$ cat config.mk
export PLATFORM = sky130hd
export DESIGN_NAME = stopwatch_ctrl
export DESIGN_NICKNAME = d
export VERILOG_FILES = /design/src/rtl/stopwatch_pkg.sv /design/src/rtl/stopwatch_key_edge.sv /design/src/rtl/stopwatch_ctrl.sv
export SDC_FILE = /design/constraint.sdc
export NUM_CORES = 1
export LEC_CHECK = 0
export ABC_CLOCK_PERIOD_IN_PS = 2400
export BUFFER_PORTS_ARGS = -buffer_cell sky130_fd_sc_hd__buf_2
export CORE_UTILIZATION = 45
export CTS_BUF_LIST = sky130_fd_sc_hd__clkbuf_8
export DETAILED_ROUTE_END_ITERATION = 8
export SLEW_MARGIN = 40
export SYNTH_ARGS = -nofsm -noshare
export SYNTH_HDL_FRONTEND = slang
export SYNTH_SLANG_ARGS = --single-unit
$ cat constraint.sdc
create_clock -name clk -period 2.4 [get_ports clk]
set_input_delay 0.12 -clock clk [delete_from_list [all_inputs] [get_ports clk]]
set_output_delay 0.12 -clock clk [all_outputs]
set_load 0.02 [all_outputs]
$ cat src/rtl/stopwatch_pkg.sv
// rtl/stopwatch_pkg.sv - shared state encoding and default timing for the stopwatch sequencer
package stopwatch_pkg;

    typedef enum logic [1:0] {
        IDLE  = 2'd0,
        RUN   = 2'd1,
        PAUSE = 2'd2,
        LAP   = 2'd3
    } sw_state_t;

    localparam int DEF_TICK_DIV       = 500000;
    localparam int DEF_LONG_PRESS_CYC = 50000000;

endpackage

$ cat src/rtl/stopwatch_key_edge.sv
// rtl/stopwatch_key_edge.sv - falling-edge press detector with optional long-press timer
module key_edge
    import stopwatch_pkg::*;
#(
    parameter bit LONG_EN        = 1'b0,
    parameter int LONG_W         = 26,
    parameter int LONG_PRESS_CYC = DEF_LONG_PRESS_CYC
) (
    input  logic clk,
    input  logic rst,
    input  logic key_n,
    output logic press,
    output logic long_press
);

    logic hist;
    logic armed;

    // armed stays low for the first edge after reset so a key held through reset is ignored
    always_ff @(posedge clk or posedge rst) begin
        if (rst) begin
            hist  <= 1'b1;
            armed <= 1'b0;
        end else begin
            hist  <= key_n;
            armed <= 1'b1;
        end
    end

    assign press = armed & hist & ~key_n;

    generate
        if (LONG_EN) begin : g_long
            localparam logic [LONG_W-1:0] FIRE_CNT = LONG_W'(LONG_PRESS_CYC - 1);
            localparam logic [LONG_W-1:0] SAT_CNT  = LONG_W'(LONG_PRESS_CYC);

            logic [LONG_W-1:0] long_cnt;

            // saturating one past the fire count keeps the event to a single cycle per hold
            always_ff @(posedge clk or posedge rst) begin
                if (rst) begin
                    long_cnt <= '0;
                end else if (key_n) begin
                    long_cnt <= '0;
                end else if (long_cnt != SAT_CNT) begin
                    long_cnt <= long_cnt + 1'b1;
                end
            end

            assign long_press = ~key_n & (long_cnt == FIRE_CNT);
        end else begin : g_no_long
            assign long_press = 1'b0;
        end
    endgenerate

endmodule

$ cat src/rtl/stopwatch_ctrl.sv
// rtl/stopwatch_ctrl.sv - stopwatch sequencer: key FSM, 10 ms tick prescaler and counter/display controls
module stopwatch_ctrl
    import stopwatch_pkg::*;
#(
    parameter int TICK_DIV       = DEF_TICK_DIV,
    parameter int TICK_W         = 20,
    parameter int LONG_PRESS_CYC = DEF_LONG_PRESS_CYC,
    parameter int LONG_W         = 26
) (
    input  logic       clk,
    input  logic       rst,
    input  logic       key_start_n,
    input  logic       key_lap_n,
    input  logic       key_clr_n,
    output logic       tick,
    output logic       cnt_en,
    output logic       cnt_clr,
    output logic       disp_freeze,
    output logic [1:0] state
);

    localparam logic [TICK_W-1:0] TICK_LAST = TICK_W'(TICK_DIV - 1);

    logic press_start;
    logic press_lap;
    logic press_clr;
    logic long_clr;
    logic unused_long_start;
    logic unused_long_lap;

    sw_state_t         state_q, state_d;
    logic              cnt_clr_d;
    logic              cnt_en_d;
    logic              disp_freeze_d;
    logic              tick_d;
    logic [TICK_W-1:0] presc_q, presc_d;

    key_edge #(
        .LONG_EN        (1'b0),
        .LONG_W         (LONG_W),
        .LONG_PRESS_CYC (LONG_PRESS_CYC)
    ) u_key_start (
        .clk        (clk),
        .rst        (rst),
        .key_n      (key_start_n),
        .press      (press_start),
        .long_press (unused_long_start)
    );

    key_edge #(
        .LONG_EN        (1'b0),
        .LONG_W         (LONG_W),
        .LONG_PRESS_CYC (LONG_PRESS_CYC)
    ) u_key_lap (
        .clk        (clk),
        .rst        (rst),
        .key_n      (key_lap_n),
        .press      (press_lap),
        .long_press (unused_long_lap)
    );

    key_edge #(
        .LONG_EN        (1'b1),
        .LONG_W         (LONG_W),
        .LONG_PRESS_CYC (LONG_PRESS_CYC)
    ) u_key_clr (
        .clk        (clk),
        .rst        (rst),
        .key_n      (key_clr_n),
        .press      (press_clr),
        .long_press (long_clr)
    );

    always_ff @(posedge clk or posedge rst) begin
        if (rst) begin
            state_q     <= IDLE;
            cnt_en      <= 1'b0;
            cnt_clr     <= 1'b0;
            disp_freeze <= 1'b0;
            tick        <= 1'b0;
            presc_q     <= '0;
        end else begin
            state_q     <= state_d;
            cnt_en      <= cnt_en_d;
            cnt_clr     <= cnt_clr_d;
            disp_freeze <= disp_freeze_d;
            tick        <= tick_d;
            presc_q     <= presc_d;
        end
    end

    // one event per cycle in priority order: long clear, start, lap, short clear
    always_comb begin
        state_d   = state_q;
        cnt_clr_d = 1'b0;
        if (long_clr) begin
            state_d   = IDLE;
            cnt_clr_d = 1'b1;
        end else if (press_start) begin
            unique case (state_q)
                IDLE:    state_d = RUN;
                RUN:     state_d = PAUSE;
                LAP:     state_d = PAUSE;
                PAUSE:   state_d = RUN;
                default: state_d = IDLE;
            endcase
        end else if (press_lap) begin
            unique case (state_q)
                RUN:     state_d = LAP;
                LAP:     state_d = RUN;
                default: state_d = state_q;
            endcase
        end else if (press_clr) begin
            if (state_q == IDLE || state_q == PAUSE) begin
                state_d   = IDLE;
                cnt_clr_d = 1'b1;
            end
        end
    end

    // prescaler follows the next-state enable so tick can never coincide with a stopped counter
    always_comb begin
        cnt_en_d      = (state_d == RUN) || (state_d == LAP);
        disp_freeze_d = (state_d == LAP);
        presc_d       = presc_q;
        tick_d        = 1'b0;
        if (cnt_clr_d) begin
            presc_d = '0;
        end else if (cnt_en_d) begin
            if (presc_q == TICK_LAST) begin
                presc_d = '0;
                tick_d  = 1'b1;
            end else begin
                presc_d = presc_q + 1'b1;
            end
        end
    end

    assign state = state_q;

endmodule

Word-level counts from Yosys, hierarchy flattened
Cells that the tools add are included.
W data, S select, Z words.
{ "classes": {"addsub": 2, "n_eq_ne": 8, "n_mux": 20, "n_bitwise": 10, "n_reduce_logical": 7} }
{ "op_table": {"columns": ["op", "count"], "rows": [
  ["$mux W20", 3],
  ["$mux W26", 2],
  ["$add A26 B1 Y26 const B", 1],
  ["$eq A26 B26 Y1 const B", 1],
  ["$ne A26 B26 Y1 const B", 1],
  ["$add A20 B1 Y20 const B", 1],
  ["$eq A20 B19 Y1 const B", 1],
  ["$mux W2", 5],
  ["$mux W1", 8],
  ["$pmux W2 S2", 2],
  ["$and A1 B1 Y1", 7],
  ["$eq A2 B2 Y1 const B", 3],
  ["$eq A2 B1 Y1 const B", 2],
  ["$reduce_bool A2 Y1", 2],
  ["$reduce_or A2 Y1", 2],
  ["$not A1 Y1", 3],
  ["$logic_not A2 Y1", 1],
  ["$logic_or A1 B1 Y1", 2]
]} }
{ "totals": {"ff_bits": 56, "inputBits": 5, "word_cells": 58} }

Longest topological paths before layout
{ "depth": {"depth_word": 11, "ltp_mapped": 9} }

By module
From an unflattened synthesis, not the netlist that was laid out.
{ "hier_totals": {"cells_unflattened": 346, "hier_area_um2": 3258.1} }
{ "by_module_without_submodules": {"columns": ["module", "n_inst", "cells_per_inst", "area_each_um2"], "rows": [
  ["stopwatch_ctrl", 1, 171, 1556.5],
  ["key_edge at u_key_clr", 1, 161, 1544.0],
  ["key_edge at u_key_lap ...", 2, 7, 78.8]
]} }

Least setup slack after synthesis
No wires, ideal clock.
{ "synth_path": {"path_type": "register to register", "start": "register, netlist name cnt_en", "end": "register presc_q[7]", "arrival_time_ps": 1942, "t_required_ps": 2315, "setup_slack_ps": 374, "path_stages_with_launch": 9, "period_less_slack_ps": 2026, "cell_sequence": "dfrtp_1 -> inv_1 -> ha_1 -> nor2_1 -> nor4_1 -> a31oi_1 -> inv_1 -> or3_2 -> o22ai_1"} }
{ "synth_rtl": {"columns": ["item", "line", "source"], "rows": [
  ["to (signal assigned)", "stopwatch_ctrl.sv:88", "presc_q <= presc_d;"],
  ["to (decl)", "stopwatch_ctrl.sv:36", "logic [TICK_W-1:0] presc_q, presc_d;"]
]} }

Worst setup path in the final report
{ "layout_path": {"start": "register presc_q[7]", "end": "register presc_q[10]"} }
{ "layout_between": {"elab_chain_len": 4, "elab_cells_between_ends": 5, "cone_classes": "1 x add/sub; 1 x eq/ne; 3 x mux"} }
{ "layout_lines": {"columns": ["item", "line", "source"], "rows": [
  ["$add A20 B1 Y20 / $eq A20 B19 Y1 (equally long branches)", "stopwatch_ctrl.sv:134, stopwatch_ctrl.sv:130", null],
  ["$mux W20 (*)", "stopwatch_ctrl.sv:130", "if (presc_q == TICK_LAST) begin"],
  ["$mux W20 (*)", "stopwatch_ctrl.sv:129", "end else if (cnt_en_d) begin"],
  ["$mux W20 (*)", "stopwatch_ctrl.sv:127", "if (cnt_clr_d) begin"]
]} }
Mark *: on every way between the ends. The rest lies on a longest branch, timed or not. The select of a mux whose other input is x is not followed.
A chain may end at the register's enable or synchronous reset.

==> qor.yml <==
yosys:
  synth_flop_cell: "dfrtp_1"
  synthArstFlopShare_pct: 100
  syn_area_sq_um: 3060
  synth-edff-count: 0
  synth.yosys.seq_area_share_pct: 45.1
  synthCells: 319
  synth_warnings: 0
  syn_nets: 332
  synth_cell_types: 54
  ys_ff_latch: 55
  synth.avg_cell_area_sq_um: 9.60
clock_network:
  cts_setup_buffers: 0
  max-clock-path-buffers: 2
  cts_tree: "built"
  clock_latency_ns: 0.31
  htreeDepth: 2
  cts-root-buf: "clkbuf_8"
  cts.clk_slew.worst_paths_ns: 0.10
  cts_buffers: 5
  clkSinkCount: 55
worst_setup_path:
  critPathCaptureType: "register"
  regToRegEndpoint: "presc_q[10]"
  cp.required_ns: 2.59
  cp-start-kind: "register"
  critPathKind: "register to register"
  reg2reg_depth: 6
  critPathCapture: "presc_q[10]"
  cp_max_fo: 8
  crit_start: "presc_q[7]"
  rrSetupSlack_ns: 0.22
  r2r-start: "presc_q[7]"
  arrival_ns: 2.38
floorplanning:
  die_y_um: 84.5
  die-area_sq_um: 7140
  core_area_sq_um: 6460
  io_pins: 11
  die_w_um: 84.5
  rows: 29
  start_util_pct: 47.4
timing:
  setup_viol: 0
  rsz0062_at_grt: "no"
  slew_violations: 0
  finalHoldViolations: 0
  max_freq_mhz: 458
  finalSetupTns_ns: 0
  period_minus_slack_ns: 2.18
  skew_ns: 0.00485
  max_slew_margin_pct: 54.5
  period_share_pct: 91.0
  worst_slew_pin_slew_ns: 0.676
global_routing:
  grt_pass1_vias: 2398
  antenna_found_initial: 0
  grt_max_degree: 32
  grt_pass1_wl_um: 11200
  grtUsageTotal_pct: 19.4
  gr-total-overflow: 0
layout:
  final_nets: 356
  fillers: 613
  drive_gt1_share_pct: 16.3
  diodes: 0
  final_cell_area_sq_um: 3390
  area_growth_pct: 10.7
  fin_cells: 421
  final_util_pct: 52.5
routing:
  routed_via_density: 5.77
  drt_iter0_markers: 179
  dr.pass1.iters: 4
  vias: 2428
  wl_um: 6280
  drc: 0
  ant_nets: 0
  drt-wirelength-per-cell_um: 14.9
power:
  p_leak_uw: 0.00149
  ir_drop_mv: 0.249
  power_density_nw_per_um2: 675
placed_design:
  port_buffers: 10
  placed_area_sq_um: 3260
  hpwlAfterDp_um: 4470
  gp_congestion: 0.825
  place_inst: 410
hold_path:
  hold_path_class: "input pin to register"
outcome:
  outcome: "finished clean"
job:
  maxCapViolations: 0
critical path, stage by stage (launching register included):
cell and delay (ns):
dfrtp_1 0.46, or4b_4 0.55, nor4_4 0.37, nand2_2 0.21, buf_4 0.24, a21oi_1 0.13, o22ai_1 0.10
metal layers:
layer  up-vias  part of all wire [%]  track usage, %
met5         -                     0               0
met4         0                   1.1            6.16
met3         7                   1.8            3.44
met2        23                    49            32.7
met1      1198                    48            25.5
li1       1200                     -               -
synthesized netlist by cell type, drive strengths merged (3+ instances only):
cell | n | share of area [%]
dfrtp | 52 | 43
nor2 | 30 | 3.7
nand2 | 29 | 3.6
nand3 | 24 | 3.9
a21oi | 22 | 4.3
xor2 | 18 | 5.1
nand4 | 17 | 3.7
or3 | 11 | 2.3
inv | 10 | 1.2
o21ai | 9 | 1.5
and3 | 8 | 1.7
ha | 8 | 3.3
buf | 7 | 1.6
nand3b | 7 | 2.1
nor4 | 7 | 2.9
o22ai | 6 | 1.2
and4 | 5 | 1.5
nor3 | 5 | 0.82
xnor2 | 5 | 1.4
o32ai | 4 | 1.4
a31oi | 3 | 0.61
clkbuf | 3 | 0.37
dfstp | 3 | 2.6
nor3b | 3 | 0.74
logic make-up after synthesis:
group	after synthesis	synth area share (%)
and+or+nand+nor	160	30.6
other	1	0.122
adders and majority gates	8	3.27
buffers and inverters	20	3.23
muxes	2	0.654
xor gates and xnor gates	23	6.58
AOI/OAI and AO/OA	50	10.5
DFF	55	45.1
worst min path at each step:
stage          startpoint             end  slack (ns)  cells past startpoint
3_3_place_gp          rst     presc_q[13]        0.20                      2
2_1_floorplan   key_clr_n  u_key_clr.hist        0.12                      0
6_report        key_clr_n  u_key_clr.hist        0.16                      2
3_5_place_dp          rst     presc_q[13]        0.21                      2
5_1_grt         key_clr_n  u_key_clr.hist        0.17                      2
4_1_cts         key_clr_n  u_key_clr.hist        0.16                      2
stage by stage:
step	hold WS (ns)	setup WS [ns]	power (uW)
3_3_place_gp	0.205	0.270	1750
4_1_cts	0.160	0.174	2310
6_report	0.161	0.216	2290
5_1_grt	0.167	0.113	2440
3_5_place_dp	0.207	0.204	1760
2_1_floorplan	0.124	0.374	1580
final cells by class:
class	instances	area (sq um)	area share, %
Timing Repair Buffer	27	198	5.83
Sequential cell	55	1380	40.7
Multi-Input combinational cell	244	1580	46.7
Clock buffer	6	82.6	2.44
Tap cell	77	96.3	2.84
Inverter	10	37.5	1.11
Clock inverter	2	12.5	0.369
power by group:
part | internal (uW) | switching (uW) | total [uW] | leakage [uW]
registers | 1030 | 136 | 1160 | 0.000730
clock network | 233 | 308 | 541 | 0.0000526
logic | 215 | 370 | 585 | 0.000703
registers in the layout (all words and copies together) (netlist names):
signal	cells
u_key_start.hist	1
u_key_clr.g_long.long_cnt	26
u_key_clr.armed	1
cnt_clr	1
disp_freeze	1
u_key_clr.hist	1
u_key_lap.hist	1
tick	1
cnt_en	1
state	1
presc_q	20
cells in the final DEF, fill, tap and decap left out, types with 5 or more instances in the layout:
| cell type | synthesis | final |
|---|---|---|
| a21oi_1 | 16 | 16 |
| a21oi_2 | 6 | 6 |
| and3_1 | 7 | 7 |
| buf_2 | 1 | 10 |
| buf_4 | 4 | 13 |
| clkbuf_8 | 0 | 6 |
| dfrtp_1 | 52 | 52 |
| ha_1 | 8 | 8 |
| inv_1 | 10 | 10 |
| nand2_1 | 28 | 28 |
| nand3_1 | 24 | 24 |
| nand3b_1 | 6 | 6 |
| nand4_1 | 16 | 16 |
| nor2_1 | 30 | 30 |
| nor3_1 | 5 | 5 |
| o21ai_0 | 8 | 8 |
| o22ai_1 | 6 | 6 |
| or3_1 | 10 | 10 |
| xnor2_1 | 5 | 5 |
| xor2_1 | 18 | 18 |
repair_timing:
action	CTS	global route
gates resized for setup	0	1
hold buffers	3	0
endpoints found under the hold margin	26	0
endpoints found under the setup margin	0	2
Power figures use the tool's default switching activity.
